`src/rtl/sync_bits_pkg.sv`:
```
// Shared helpers for sync_bits_filter: filter counter width and parameter legality.
package sync_bits_pkg;

    // Counter holds 0..FILT_CNT-1; always at least one bit wide.
    function automatic int cnt_w(input int filtCnt);
        return (filtCnt <= 2) ? 1 : $clog2(filtCnt);
    endfunction

    function automatic bit params_ok(input int width, input int depth, input int filtCnt);
        return (width >= 1) && (depth >= 2) && (filtCnt >= 1);
    endfunction

endpackage

```
`src/rtl/sync_bits_filter_lane.sv`:
```
// One lane of sync_bits_filter: DEPTH-flop synchroniser, stability counter,
// filtered level and registered rise/fall pulses.
module sync_bits_filter_lane
    import sync_bits_pkg::*;
#(
    parameter int   DEPTH    = 2,
    parameter int   FILT_CNT = 4,
    parameter logic INIT     = 1'b0
) (
    input  logic CLK,
    input  logic RST,
    input  logic EN,
    input  logic dIn,
    output logic dOut,
    output logic rise,
    output logic fall,
    output logic pulseNxt
);
    localparam int            CW       = cnt_w(FILT_CNT);
    localparam logic [CW-1:0] CNT_LAST = CW'(FILT_CNT - 1);

    logic [DEPTH-1:0] syncQ;
    logic [CW-1:0]    cnt, cntNxt;
    logic             y, accept;

    assign y        = syncQ[DEPTH-1];
    assign pulseNxt = accept;

    always_ff @(posedge CLK or posedge RST) begin
        if (RST) syncQ <= {DEPTH{INIT}};
        else     syncQ <= {syncQ[DEPTH-2:0], dIn};
    end

    // Any return of y to the accepted level discards the partial count.
    always_comb begin
        accept = 1'b0;
        cntNxt = cnt;
        if (y == dOut) begin
            cntNxt = '0;
        end else if (EN) begin
            if (cnt == CNT_LAST) begin
                accept = 1'b1;
                cntNxt = '0;
            end else begin
                cntNxt = cnt + 1'b1;
            end
        end
    end

    always_ff @(posedge CLK or posedge RST) begin
        if (RST) begin
            cnt  <= '0;
            dOut <= INIT;
            rise <= 1'b0;
            fall <= 1'b0;
        end else begin
            cnt  <= cntNxt;
            rise <= accept & y;
            fall <= accept & ~y;
            if (accept) dOut <= y;
        end
    end

endmodule

```
`src/rtl/sync_bits_filter.sv`:
```
// Multi-bit synchroniser with per-lane glitch filter and edge pulses.
// Define SYNC_BITS_FILTER_STICKY_EN to add the STICKY_CLR/STICKY change-capture register.
module sync_bits_filter
    import sync_bits_pkg::*;
#(
    parameter int               WIDTH    = 1,
    parameter int               DEPTH    = 2,
    parameter int               FILT_CNT = 4,
    parameter logic [WIDTH-1:0] INIT     = {WIDTH{1'b0}}
) (
    input  logic             CLK,
    input  logic             RST,
    input  logic             EN,
    input  logic [WIDTH-1:0] D_IN,
`ifdef SYNC_BITS_FILTER_STICKY_EN
    input  logic             STICKY_CLR,
    output logic [WIDTH-1:0] STICKY,
`endif
    output logic [WIDTH-1:0] D_OUT,
    output logic [WIDTH-1:0] RISE,
    output logic [WIDTH-1:0] FALL,
    output logic             CHG
);
    logic [WIDTH-1:0] pulseNxt;

    generate
        if (!params_ok(WIDTH, DEPTH, FILT_CNT)) begin : gBadParams
            $error("sync_bits_filter: illegal WIDTH/DEPTH/FILT_CNT");
        end
        for (genvar i = 0; i < WIDTH; i++) begin : gLane
            sync_bits_filter_lane #(
                .DEPTH    (DEPTH),
                .FILT_CNT (FILT_CNT),
                .INIT     (INIT[i])
            ) uLane (
                .CLK      (CLK),
                .RST      (RST),
                .EN       (EN),
                .dIn      (D_IN[i]),
                .dOut     (D_OUT[i]),
                .rise     (RISE[i]),
                .fall     (FALL[i]),
                .pulseNxt (pulseNxt[i])
            );
        end
    endgenerate

    // Registered from the lanes' next-pulse terms so CHG lines up with RISE/FALL.
    always_ff @(posedge CLK or posedge RST) begin
        if (RST) CHG <= 1'b0;
        else     CHG <= |pulseNxt;
    end

`ifdef SYNC_BITS_FILTER_STICKY_EN
    // A pulse in the same cycle as the clear survives it.
    always_ff @(posedge CLK or posedge RST) begin
        if (RST)             STICKY <= '0;
        else if (STICKY_CLR) STICKY <= RISE | FALL;
        else                 STICKY <= STICKY | RISE | FALL;
    end
`endif

endmodule

```
`config.mk`:
```
export PLATFORM = sky130hd
export DESIGN_NAME = sync_bits_filter
export DESIGN_NICKNAME = d
export VERILOG_FILES = /design/src/rtl/sync_bits_pkg.sv /design/src/rtl/sync_bits_filter_lane.sv /design/src/rtl/sync_bits_filter.sv
export SDC_FILE = /design/constraint.sdc
export NUM_CORES = 1
export LEC_CHECK = 0
export CAP_MARGIN = 20
export CELL_PAD_IN_SITES_DETAIL_PLACEMENT = 0
export CELL_PAD_IN_SITES_GLOBAL_PLACEMENT = 1
export CORE_AREA = 2 2 39 41
export DETAILED_ROUTE_END_ITERATION = 12
export DIE_AREA = 0 0 41 43
export PLACE_DENSITY = 0.61
export SLEW_MARGIN = 30
export SYNTH_ARGS = -nofsm -noshare
export SYNTH_HDL_FRONTEND = slang
export SYNTH_SLANG_ARGS = --single-unit
```
`constraint.sdc`:
```
create_clock -name CLK -period 3.3 [get_ports CLK]
set_clock_uncertainty 0.15 [all_clocks]
set_input_delay 0.495 -clock CLK [delete_from_list [all_inputs] [get_ports CLK]]
set_output_delay 0.495 -clock CLK [all_outputs]
set_load 0.01 [all_outputs]
```
# Word-level counts from Yosys, hierarchy flattened
# Index checks and enable logic that the tools add are counted.
[classes]
n_addsub = 1
n_eq_ne = 2
mux = 6
bitwise_logic = 3
reduce_logical = 1
[op_table]
columns = ["cell", "count"]
rows = [
  ["2-bit 2-to-1 mux", 3],
  ["1-bit 2-to-1 mux", 3],
  ["2-bit by 1-bit adder with 2-bit output, second input constant", 1],
  ["1-bit AND", 2],
  ["2-bit == test, second input constant", 1],
  ["2-bit nonzero test", 1],
  ["1-bit == test", 1],
  ["1-bit NOT", 1],
]
[word_totals]
register_bits = 8
inputBits = 4
word_cells = 19

# Depth between registers and ports, before layout
[logic_depth]
word_depth = 5
ltp_mapped = 3
ltp_nobuf = 3

# Modules after synthesis
# A second synthesis with hierarchy kept.
[hier_totals]
hier_cells = 22
area_unflattened_um2 = 296.5
[by_module_without_submodules]
columns = ["mod", "n_inst", "cells_per_inst", "area_each_um2", "seq_area_each_um2"]
rows = [
  ["sync_bits_filter_lane", 1, 20, 267.8, 175.2],
  ["sync_bits_filter", 1, 2, 28.8, 25.0],
]

# Worst setup path after synthesis
# Ideal clock, no wire load.
[synth_path]
kind = "reg2reg"
start = "register gLane[0].uLane.cnt[0]"
end = "register gLane[0].uLane.dOut"
setup_time_ns = 0.125
t_arrival_ns = 1.006
path_slack_ns = 2.019
path_stages_with_launch = 4
path_buffers = 0
synth_period_minus_slack_ns = 1.281
cell_sequence = "dfrtp_1 -> ha_1 -> nand2_1 -> mux2_2"
[synth_via]
elab_chain_len = 4
[synth_lines]
columns = ["element", "line", "text"]
rows = [
  ["start: declaration", "sync_bits_filter_lane.sv:23", "logic [CW-1:0] cnt, cntNxt;"],
  ["start signal: assignment", "sync_bits_filter_lane.sv:57", "cnt <= cntNxt;"],
  ["2-bit == test", "sync_bits_filter_lane.sv:41", "if (cnt == CNT_LAST) begin"],
  ["1-bit 2-to-1 mux", "sync_bits_filter_lane.sv:41", ""],
  ["1-bit 2-to-1 mux", "sync_bits_filter_lane.sv:40", "end else if (EN) begin"],
  ["1-bit 2-to-1 mux", "sync_bits_filter_lane.sv:38", "if (y == dOut) begin"],
  ["end signal: assignment", "sync_bits_filter_lane.sv:60", "if (accept) dOut <= y;"],
  ["end: declaration", "sync_bits_filter_lane.sv:14", "output logic dOut,"],
]
# No other way between the ends.
# A chain may end at the register's enable or synchronous reset.

# Final worst setup path
[layout_path]
start = "register gLane[0].uLane.dOut"
end = "output D_OUT"
[layout_lines]
columns = ["element", "line", "text"]
rows = [
  ["end: declaration", "sync_bits_filter.sv:19", "output logic [WIDTH-1:0] D_OUT,"],
]
# No word-level cell between the ends.

==> results.yml <==
outcome:
  status: "complete, no violations"
logic_synthesis:
  yosysSeqAreaShare_pct: 68.4
  ys_types: 12
  synth_top_area_share_pct: 68.4
  netlist_area_sq_um: 293
  synth_top_area_cell: "dfrtp_1"
  syn_nets: 26
  yosys-top-cells-area: "dfrtp_1 (68%), nor3b_1 (5.1%), ha_1 (4.3%), mux2_2 (3.8%), mux2i_1 (3.4%)"
  synth_cells: 21
  synth.yosys.warnings: 0
  synth_seq_cells: 8
  syn_avg_cell_area_sq_um: 13.9
clock_network:
  cts_tree: "done"
  ctsResizeCount: 0
  cts_root_buffer: "clkbuf_4"
  cts_buffers: 3
  cts_setup_buffers: 0
  insertion_delay_ps: 250
  cts_sinks: 8
  h-tree-depth: 1
  clk_pin_slew_worst_paths_ps: 50
  cts_buffer_depth: 2
  cts_hold_buf: 0
grt:
  grt_pass1_wl_um: 745
  grt_max_degree: 9
  grt_usage_pct: 6.80
  grt_pass1_vias: 193
  grt-ovfl-total: 0
  antenna_found_initial: 0
route:
  via_per_inst: 3.94
  drc: 0
  drtIter0Drc: 3
  ant_nets: 0
  routed_wl_um: 469
  wl_per_cell_um: 9.98
  vias: 185
  dr.pass1.iters: 5
layout:
  drive_gt1_share_pct: 12.9
  area_growth_pct: 38.5
  nets: 38
  final_common_cell: "dfrtp_1"
  final_util_pct: 29.3
  antenna_cells: 0
  layout_common_cells: "dfrtp_1 (8), clkdlybuf4s50_1 (7), clkbuf_4 (3)"
timing:
  rsz0062_at_grt: "no"
  fmax_ghz: 0.535
  slew_headroom_pct: 79.5
  setup_tns_ps: 0
  worstMarginPinSlew_ps: 308
  slew_violations: 0
  finalSetupViolCount: 0
  period_share_pct: 56.6
  hold_viol: 0
  min_period_ps: 1870
die:
  die_w_um: 41
  start_util_pct: 21.2
  die_area_sq_um: 1760
  die_h_um: 43
  rows: 14
  io_pins: 8
  fp.coreArea_sq_um: 1380
power_and_ir_drop:
  cellPowerDensity_nw_per_um2: 662
  vdd_ir_drop_max_mv: 0.211
  leakagePower_nw: 0.186
  power_uw: 269
hold_path:
  hold_end: "gLane[0].uLane.syncQ[1]"
  hold_depth: 0
  hp-class: "register to register"
  min_from: "gLane[0].uLane.syncQ[0]"
worst_setup_path:
  crit_chain: "clkdlybuf4s50_1"
  startpoint_type: "register"
  crit_family: "buffers and inverters"
  crit_type: "register to primary output"
  path_buf_inv: 1
  critPathSlowestCell: "clkdlybuf4s50_1"
  critPathArrivalTime_ps: 1220
  reg2reg_to: "gLane[0].uLane.cnt[0]"
  rrSetupSlack_ps: 1960
  cp-end-kind: "primary output"
  crit_path_max_incr_delay_ps: 570
  critPathRequiredTime_ps: 2650
  reg2reg_depth: 3
  timing.rr.start: "gLane[0].uLane.cnt[0]"
  cp_max_fo: 5
placement:
  dpl.hpwl_um: 352
  gp_congestion: 0.571
  io_buffers: 7
run:
  max_cap_viol_count: 0
-- where the power goes --
part           leakage, nW  internal, mW  switching [mW]  total, mW
clock network       0.0138        0.0415          0.0309     0.0724
logic               0.0673        0.0371          0.0265     0.0636
registers            0.105         0.117          0.0156      0.133
-- synth_stat cells (all sizes together) --
cell type / number
xnor2: 1
a21oi: 1
inv: 1
nor2: 2
nand2b: 1
ha: 1
mux2: 1
nor3b: 2
or3b: 1
dfrtp: 8
nand2: 1
mux2i: 1
-- routing by layer --
layer | share of wire (%) | vias to the layer above | routed length (um) | GRT usage (%)
met4 | 0 | 0 | 0 | 6.00
li1 | - | 90 | - | -
met5 | 0 | - | 0 | 0
met2 | 46 | 8 | 217 | 7.81
met3 | 13 | 0 | 59 | 4.19
met1 | 41 | 87 | 192 | 8.31
-- registers in the layout, summed over array words and instances (netlist names) --
| register | count |
|---|---|
| gLane.uLane.rise | 1 |
| gLane.uLane.cnt | 2 |
| gLane.uLane.fall | 1 |
| gLane.uLane.dOut | 1 |
| gLane.uLane.syncQ | 2 |
| CHG | 1 |
-- logic make-up (layout without fill, tap and decap cells) --
family                     Yosys count  after routing  share of synthesized area, %
AOI/OAI and AO/OA                    1              1                          1.71
DFF                                  8              8                          68.4
adders and majority gates            1              1                          4.27
buffers and inverters                1             11                          1.28
xor gates and xnor gates             1              1                          2.99
muxes                                2              2                          7.26
and+or+nand+nor                      7              7                          14.1
-- worst max-delay path by stage --
stage,start,cells after the start,to
floorplan,gLane[0].uLane.cnt[0],3,gLane[0].uLane.dOut
global placement,EN,3,gLane[0].uLane.dOut
detailed placement,EN,3,gLane[0].uLane.cnt[0]
CTS,gLane[0].uLane.dOut,1,D_OUT
global route,gLane[0].uLane.dOut,1,D_OUT
finish,gLane[0].uLane.dOut,1,D_OUT
-- cell type report --
type / count / area, sq um
Clock buffer: 3 / 22.5
Sequential cell: 8 / 200
Fill cell: 142 / 978
Multi-Input combinational cell: 12 / 88.8
Timing Repair Buffer: 7 / 70.1
Tap cell: 16 / 20.0
Inverter: 1 / 3.75
-- metrics by stage --
stage / instances / hold WS [ps] / area, sq um / worst slack [ps]
2_1_floorplan: 21 / 161 / 293 / 2020
3_3_place_gp: 44 / 189 / 383 / 1570
3_5_place_dp: 44 / 202 / 383 / 1540
4_1_cts: 47 / 219 / 405 / 1420
5_1_grt: 47 / 219 / 405 / 1360
6_report: 47 / 213 / 405 / 1430
No activity file was read; power rests on OpenSTA's default activity.
